==> config.mk <==
export PLATFORM = sky130hd
export DESIGN_NAME = evg_event_arbiter
export DESIGN_NICKNAME = d
export VERILOG_FILES = /design/src/rtl/evg_event_arbiter.sv
export SDC_FILE = /design/constraint.sdc
export NUM_CORES = 1
export LEC_CHECK = 0
export CORE_MARGIN = 2
export CORE_UTILIZATION = 50
export DETAILED_ROUTE_END_ITERATION = 12
export PLACE_DENSITY = 0.74
export SLEW_MARGIN = 20
export SYNTH_ARGS = -nofsm -noshare
export SYNTH_HDL_FRONTEND = slang
export SYNTH_SLANG_ARGS = --single-unit
==> constraint.sdc <==
create_clock -name evgTxClk -period 2.1 [get_ports evgTxClk]
set_input_delay 0.42 -clock evgTxClk [delete_from_list [all_inputs] [get_ports evgTxClk]]
set_output_delay 0.42 -clock evgTxClk [all_outputs]
set_load 0.1 [all_outputs]
==> src/rtl/evg_event_arbiter.sv <==
// Event-code arbiter: per-requester FIFOs feeding a single registered output slot.
// Define EVG_ARB_ROUND_ROBIN_EN for round-robin arbitration (default: fixed priority, index 0 highest).
//
// state   | meaning
// IDLE    | output slot empty, evgEventTVALID low
// HOLD    | output slot holds a granted code, evgEventTVALID high
module evg_event_arbiter #(
    parameter int NUM_REQUESTERS  = 4,
    parameter int EVENTCODE_WIDTH = 8,
    parameter int FIFO_ADDR_WIDTH = 2
) (
    input  logic                                      evgTxClk,
    input  logic                                      evgTxRst_n,
    input  logic [NUM_REQUESTERS*EVENTCODE_WIDTH-1:0] reqTDATA,
    input  logic [NUM_REQUESTERS-1:0]                 reqTVALID,
    output logic [EVENTCODE_WIDTH-1:0]                evgEventTDATA,
    output logic                                      evgEventTVALID,
    input  logic                                      evgEventTREADY,
    output logic [NUM_REQUESTERS-1:0]                 overflowFlags,
    input  logic [NUM_REQUESTERS-1:0]                 overflowClear,
    output logic [NUM_REQUESTERS*8-1:0]               dropCounts,
    output logic [NUM_REQUESTERS-1:0]                 fifoEmpty
);

    localparam int N     = NUM_REQUESTERS;
    localparam int W     = EVENTCODE_WIDTH;
    localparam int A     = FIFO_ADDR_WIDTH;
    localparam int DEPTH = 1 << A;
    localparam int IDXW  = (N > 1) ? $clog2(N) : 1;
    localparam logic [A:0] PTR_ONE = 1;

    typedef enum logic {ST_IDLE, ST_HOLD} state_t;

    state_t          state_q, state_d;
    logic [W-1:0]    data_q, data_d;
    logic [W-1:0]    mem_q [N][DEPTH];
    logic [W-1:0]    mem_d [N][DEPTH];
    logic [A:0]      wptr_q [N];
    logic [A:0]      wptr_d [N];
    logic [A:0]      rptr_q [N];
    logic [A:0]      rptr_d [N];
    logic [7:0]      cnt_q [N];
    logic [7:0]      cnt_d [N];
    logic [N-1:0]    empty_q, empty_d;
    logic [N-1:0]    flag_q, flag_d;
    logic [N-1:0]    not_empty, full, push, drop;
    logic            any_req, load;
    logic [IDXW-1:0] grant_idx;

    // Full is taken from the registered pointers, so a same-cycle pop never rescues a write.
    always_comb begin
        for (int i = 0; i < N; i++) begin
            not_empty[i] = (wptr_q[i] != rptr_q[i]);
            full[i]      = (wptr_q[i][A] != rptr_q[i][A]) &&
                           (wptr_q[i][A-1:0] == rptr_q[i][A-1:0]);
            push[i]      = reqTVALID[i] && (reqTDATA[i*W +: W] != '0) && !full[i];
            drop[i]      = reqTVALID[i] && (reqTDATA[i*W +: W] != '0) && full[i];
        end
    end

`ifdef EVG_ARB_ROUND_ROBIN_EN
    logic [IDXW-1:0] rr_q, rr_d;
    int              rr_idx;

    always_comb begin
        grant_idx = '0;
        any_req   = 1'b0;
        rr_idx    = 0;
        for (int k = 0; k < N; k++) begin
            rr_idx = (int'(rr_q) + 1 + k) % N;
            if (!any_req && not_empty[IDXW'(rr_idx)]) begin
                any_req   = 1'b1;
                grant_idx = IDXW'(rr_idx);
            end
        end
        rr_d = (load && any_req) ? grant_idx : rr_q;
    end

    always_ff @(posedge evgTxClk or negedge evgTxRst_n) begin
        if (!evgTxRst_n) rr_q <= IDXW'(N - 1);
        else             rr_q <= rr_d;
    end
`else
    always_comb begin
        grant_idx = '0;
        any_req   = 1'b0;
        for (int k = N - 1; k >= 0; k--) begin
            if (not_empty[k]) begin
                any_req   = 1'b1;
                grant_idx = IDXW'(k);
            end
        end
    end
`endif

    always_comb begin
        state_d = state_q;
        data_d  = data_q;
        mem_d   = mem_q;
        flag_d  = flag_q;
        empty_d = empty_q;
        for (int i = 0; i < N; i++) begin
            wptr_d[i] = wptr_q[i];
            rptr_d[i] = rptr_q[i];
            cnt_d[i]  = cnt_q[i];
        end

        load = (state_q == ST_IDLE) || evgEventTREADY;
        if (load) begin
            if (any_req) begin
                state_d = ST_HOLD;
                data_d  = mem_q[grant_idx][rptr_q[grant_idx][A-1:0]];
            end else begin
                state_d = ST_IDLE;
            end
        end

        for (int i = 0; i < N; i++) begin
            if (load && any_req && (grant_idx == IDXW'(i)))
                rptr_d[i] = rptr_q[i] + PTR_ONE;
            if (push[i]) begin
                mem_d[i][wptr_q[i][A-1:0]] = reqTDATA[i*W +: W];
                wptr_d[i] = wptr_q[i] + PTR_ONE;
            end
            if (overflowClear[i]) begin
                flag_d[i] = 1'b0;
                cnt_d[i]  = 8'd0;
            end
            // A drop in the same cycle as a clear leaves exactly that one drop recorded.
            if (drop[i]) begin
                flag_d[i] = 1'b1;
                if (overflowClear[i])        cnt_d[i] = 8'd1;
                else if (cnt_q[i] != 8'hFF)  cnt_d[i] = cnt_q[i] + 8'd1;
            end
            empty_d[i] = (wptr_d[i] == rptr_d[i]);
        end
    end

    always_ff @(posedge evgTxClk or negedge evgTxRst_n) begin
        if (!evgTxRst_n) begin
            state_q <= ST_IDLE;
            data_q  <= '0;
            empty_q <= '1;
            flag_q  <= '0;
            for (int i = 0; i < N; i++) begin
                wptr_q[i] <= '0;
                rptr_q[i] <= '0;
                cnt_q[i]  <= '0;
                for (int j = 0; j < DEPTH; j++) mem_q[i][j] <= '0;
            end
        end else begin
            state_q <= state_d;
            data_q  <= data_d;
            empty_q <= empty_d;
            flag_q  <= flag_d;
            wptr_q  <= wptr_d;
            rptr_q  <= rptr_d;
            cnt_q   <= cnt_d;
            mem_q   <= mem_d;
        end
    end

    always_comb begin
        for (int i = 0; i < N; i++) dropCounts[i*8 +: 8] = cnt_q[i];
    end

    assign evgEventTDATA  = data_q;
    assign evgEventTVALID = (state_q == ST_HOLD);
    assign overflowFlags  = flag_q;
    assign fifoEmpty      = empty_q;

endmodule

## Yosys cells after proc, flatten, opt, wreduce, memory -nomap -nowiden

Index checks and enable logic that the tools add are counted.

- Add/sub/neg operators: 12
- Magnitude comparators: 10
- Eq/ne operators: 23
- Multiplexer cells: 62
- Bitwise operators: 7
- Reductions and logical operators: 40

Operators by type and width:

| cell | count |
|---|---|
| 8-bit 2-to-1 mux | 22 |
| 32-bit bitwise mux | 4 |
| 32-bit binary-select mux with 2-bit select | 1 |
| 8-bit demux with 2-bit select | 4 |
| 32-bit 2-to-1 mux | 2 |
| 8-bit by 1-bit adder with 8-bit output (second input constant) | 4 |
| 8-bit inequality test (second input constant) | 4 |
| 8-bit nonzero test | 4 |
| 1-bit logical AND | 25 |
| 3-bit by 1-bit adder with 3-bit output (second input constant) | 8 |
| 3-bit 2-to-1 mux | 8 |
| 3-bit >= comparator (second input constant) | 6 |
| 2-bit inverter with 3-bit output | 6 |
| 8-bit binary-select mux with 2-bit select | 1 |
| 1-bit 2-to-1 mux | 13 |
| 3-bit equality test | 4 |
| 3-bit by 1-bit less-than comparator with 1-bit output (second input constant) | 4 |
| 2-bit 2-to-1 mux | 6 |
| 3-bit inequality test | 4 |
| 2-bit equality test | 4 |
| 2-bit nonzero test | 4 |
| 3-bit binary-select mux with 2-bit select | 1 |
| 2-bit equality test (second input constant) | 2 |
| 1-bit logical NOT | 4 |
| other kinds (6) | 9 |

- Bits in registers: 201
- Input bits: 43

## Longest topological paths before layout

- Depth in word-level cells: 13
- Gate-level depth with buffers: 11
- Depth with buffers taken out: 8

## Least setup slack after synthesis

No wires, ideal clock.

- Kind: register to register
- Start point: register cnt_q, in the netlist dropCounts[24]
- End point: register cnt_q, in the netlist dropCounts[27]
- Setup time: 0.074 ns
- Data arrival time: 2.314 ns
- Data required time: 2.026 ns
- Setup slack: -0.288 ns
- Stages on the path, launching flop included: 8
- Path buffers: 0
- Cells stage by stage: dfrtp_1 ha_1 nand4_1 nor2_1 nor4_1 nand4_1 xor2_1 nor2_1

RTL lines:

| element | RTL line | RTL |
|---|---|---|
| start: declaration | 42 | `logic [7:0] cnt_q [N];` |
| start signal: assignment | 158 | `cnt_q <= cnt_d;` |

## Final worst setup path

- Start point: register wptr_q[8] (netlist bit)
- End point: register data_q[2] (netlist: evgEventTDATA[2])

- Longest elaborated chain between the ends: 11
- Elaborated cells between the ends (all ways): 17
- Those cells by class: eq/ne: 1; mux: 13; bitwise: 2; reduce/logical: 1

RTL lines:

| element | RTL line | RTL |
|---|---|---|
| start: declaration | 38 | `logic [A:0] wptr_q [N];` |
| start signal: assignment | 156 | `wptr_q <= wptr_d;` |
| 3-bit inequality test (*) | 53 | `not_empty[i] = (wptr_q[i] != rptr_q[i]);` |
| 2-bit 2-to-1 mux (2 in series) | 88 | `if (not_empty[k]) begin` |
| 2-bit inverter with 3-bit output (not written as such) | 112 | `data_d = mem_q[grant_idx][rptr_q[grant_idx][A-1:0]];` |
| 3-bit binary-select mux with 2-bit select | 112 |  |
| 2-bit 2-to-1 mux (not written as such) (2 in series) | 112 |  |
| 2-bit inverter with 3-bit output (not written as such) | 112 |  |
| 8-bit binary-select mux with 2-bit select | 112 |  |
| 8-bit 2-to-1 mux (not written as such) (2 in series) | 112 |  |
| end signal: assignment | 153 | `data_q <= data_d;` |
| end: declaration | 35 | `logic [W-1:0] data_q, data_d;` |

Mark *: on every way between the ends. The rest lies on a longest branch, timed or not. The select of a mux whose other input is x is not followed.
A chain may end at the register's enable or synchronous reset.

==> flow_metrics.tcl <==
set metrics [dict create \
    wirelength_um 26750 \
    synthArstFlopShare 1.000 \
    clockBufferDepth 3 \
    drt_iter0_markers 501 \
    grt_max_degree 55 \
    num_antenna_cells 0 \
    ys.flop_type "dfrtp_1" \
    path_class "flip-flop to flip-flop" \
    drc 0 \
    detail-route-antenna-nets 0 \
    power.leakage_nw 6.134 \
    violations "negative setup slack" \
    cts_root_buf "clkbuf_16" \
    max_freq_mhz 397.1 \
    cp.buffers_inverters 3 \
    drive_gt1_frac 0.4664 \
    setup_viol 13 \
    area_delta_synth_final_pct 44.05 \
    netlist_instances 834 \
    grt_pass1_vias 7774 \
    end_kind "flip-flop" \
    worst_slew_pin_slew_ps 652.5 \
    cpMostUsedCell "buf_6" \
    rsz0062_at_grt "yes" \
    numCtsBuffers 24 \
    timing.final.crit_period_ps 2518 \
    slew_headroom 0.5641 \
    ir_drop_uv 1012 \
    final_nets 1164 \
    max_cap_violations 0 \
    coreArea_um2 18890 \
    cp-start-kind "flip-flop" \
    netlist.area_leader.share 0.5073 \
    final_area_um2 14000 \
    synth-warning-count 0 \
    worstHoldPathType "primary input to async pin" \
    cp_slowest_cell "dfrtp_1" \
    synth.net_count 901 \
    synth-edff-count 0 \
    htree_levels 1 \
    core.rowCount 50 \
    path_delay_family "compound AO/OA/AOI/OAI gates" \
    initial_utilization 0.5144 \
    post-dp-hpwl_um 17510 \
    insertion_delay_ps 520 \
    ys_seq_area_frac 0.5181 \
    gp_congestion 0.8278 \
    viasPerCell 5.658 \
    portBuffers 91 \
    drt-pass1-iter-count 5 \
    die_height_um 143.4 \
    synth_area_leaders "dfrtp_1, mux2_2, nand2_1" \
    finalCritPeriodShare 1.199 \
    slowest_delay_ps 410 \
    netlist_area_um2 9718 \
    grt_pass1_wl_um 40190 \
    cp_cell_sequence "xnor2_2, buf_4, and3_4, buf_6, a31o_4, a222oi_1, and2_1, buf_6, o221ai_2, o22ai_1, nor2_1" \
    synth_top_cell_by_area "dfrtp_1" \
    dpl_cell_area_um2 12160 \
    die-area_um2 20570 \
    final.fill_count 1208 \
    power_density_nw_per_um2 1789 \
    fin_ws_ps -418.1 \
    finalHoldViolCount 0 \
    grt_usage 0.2468 \
    cp.depth 11 \
    num_vias 7780 \
    fin_util 0.7409 \
    die_w_um 143.4 \
    wl_per_cell_um 19.45 \
    ios 92 \
    clk_pin_slew_ps 60 \
    finClkSkew_ps 22.02 \
    ys_types 56 \
    crit_fanout 8 \
    cts_tree "done" \
    synth-seq-cells 201 \
    syn_avg_cell_area_um2 11.65 \
    cp_data_required_time_ps 2510 \
    reg2regPathDepth 11 \
    overflow 0 \
    status "finished with violations" \
    slew_viol_final 0 \
    arrival_ps 2920 \
    numClockSinks 201 \
    antenna_found_initial 0 \
]
-- worst reg2reg max path: cells and delay by family (launching register included) --
family | cells | cell delay [ps]
AO/OA/AOI/OAI | 4 | 910
buffers and inverters | 3 | 450
AND/OR/NAND/NOR | 3 | 490
XOR/XNOR | 1 | 150
flip-flops | 1 | 410
-- path summary, 6_finish.rpt --
| kind | slack (ps) | endpoint | startpoint |
|---|---|---|---|
| hold reg to reg | 480 | overflowFlags[0] | overflowFlags[0] |
| setup / recovery | -420 | evgEventTDATA[2] | wptr_q[8] |
| min in group evgTxClk | 480 | overflowFlags[0] | overflowFlags[0] |
| setup reg to reg | -420 | evgEventTDATA[2] | wptr_q[8] |
| max in group asynchronous | 1010 | fifoEmpty[0] | evgTxRst_n |
| hold / removal | 460 | dropCounts[25] | evgTxRst_n |
-- synthesized netlist by cell type (3+ instances only) --
cell type	number
nand4_1	10
a21oi_1	25
and3_1	7
a21o_1	3
dfrtp_1	197
o31ai_1	3
ha_1	24
inv_1	22
o21ai_0	14
o22ai_1	9
xor2_1	28
nor3_1	20
nor2_1	52
xnor2_1	23
dfstp_2	4
a221oi_1	26
a31oi_1	5
or4_1	4
xnor2_2	4
nor2b_1	3
mux2_2	129
mux2i_1	18
a22o_1	6
nand3_1	21
nand2_1	94
nor4_1	11
clkbuf_1	13
nor3b_1	3
o32ai_1	4
buf_2	4
o221ai_1	5
buf_6	8
-- registers in the layout, summed over array words and instances, names as in the netlist --
signal / count
evgEventTDATA: 8
mem_q: 128
dropCounts: 32
wptr_q: 12
rptr_q: 12
evgEventTVALID: 1
overflowFlags: 4
fifoEmpty: 4
-- power by group --
group | total [mW] | switching, mW | internal, mW
clock network | 3.94 | 1.64 | 2.30
registers | 6.80 | 1.22 | 5.58
logic | 14.3 | 7.37 | 6.93
-- timing repair --
action	4_1_cts	5_1_grt
buffers inserted	9	18
hold buffers	1	0
endpoints found under the setup margin	99	67
cloned	1	3
resized for setup	55	99
endpoints found under the hold margin	44	0
pin swaps	18	46
-- final cells by class --
class                      count  area [µm²]  area share
multi-input combinational    584        5243      0.3745
sequential                   201        5044      0.3603
timing repair buffer         264        2552      0.1823
clock buffer                  37       699.4     0.04996
tap                          260       325.3     0.02324
inverter                      22       82.58    0.005899
clock inverter                 7       52.55    0.003754
-- logic make-up after synthesis --
| family | after synthesis | share of synthesized area |
|---|---|---|
| simple gates | 243 | 0.1174 |
| flops | 201 | 0.5181 |
| mux | 147 | 0.1680 |
| compound gates | 115 | 0.08729 |
| xor+xnor | 55 | 0.05266 |
| buf+inv | 49 | 0.02562 |
| fa+ha+maj | 24 | 0.03090 |
-- stage by stage --
step / TNS [ps] / setup slack [ps] / hold WS [ps] / power, mW / instances
final: -3371 / -418.1 / 455.5 / 25.04 / 1375
after global routing: -5400 / -526.3 / 483.2 / 26.27 / 1375
after CTS: -2083 / -271.7 / 466.5 / 22.65 / 1356
after detailed placement: -69100 / -599.7 / 439.7 / 17.85 / 1302
after global placement: -61850 / -547.0 / 432.3 / 17.49 / 1302
after floorplan: -693.0 / -119.9 / 124.4 / 13.78 / 834
-- routing by layer --
metal  track usage  part of all wire
met1        0.3355              0.42
met2        0.4140              0.49
met3       0.03599             0.055
met4       0.07224             0.027
met5             0                 0
-- cells in the final DEF (no fill, tap or decap), drive strengths merged, types with 2 or more instances in the layout --
cell type      instances
a31oi                  6
mux2i                 18
nand4                 10
dfrtp                197
a211oi                 2
mux2                 129
dfstp                  4
inv                   23
and2                   2
o221ai                 5
xor2                  28
a41oi                  2
nor2                  53
or4                    4
ha                    24
nor2b                  3
nand3                 23
clkinv                 6
and4                   2
xnor2                 27
a22o                   6
nor3                  20
clkbuf                40
o31ai                  3
nand2b                 2
a21oi                 26
a221oi                26
o21ai                 16
clkdlybuf4s50         41
buf                  219
a311oi                 3
nand3b                 2
o22ai                 10
o32ai                  4
a21o                   3
nand2                 96
nor3b                  3
and3                   7
nor4                  12
(Power assumes the default switching activity.)
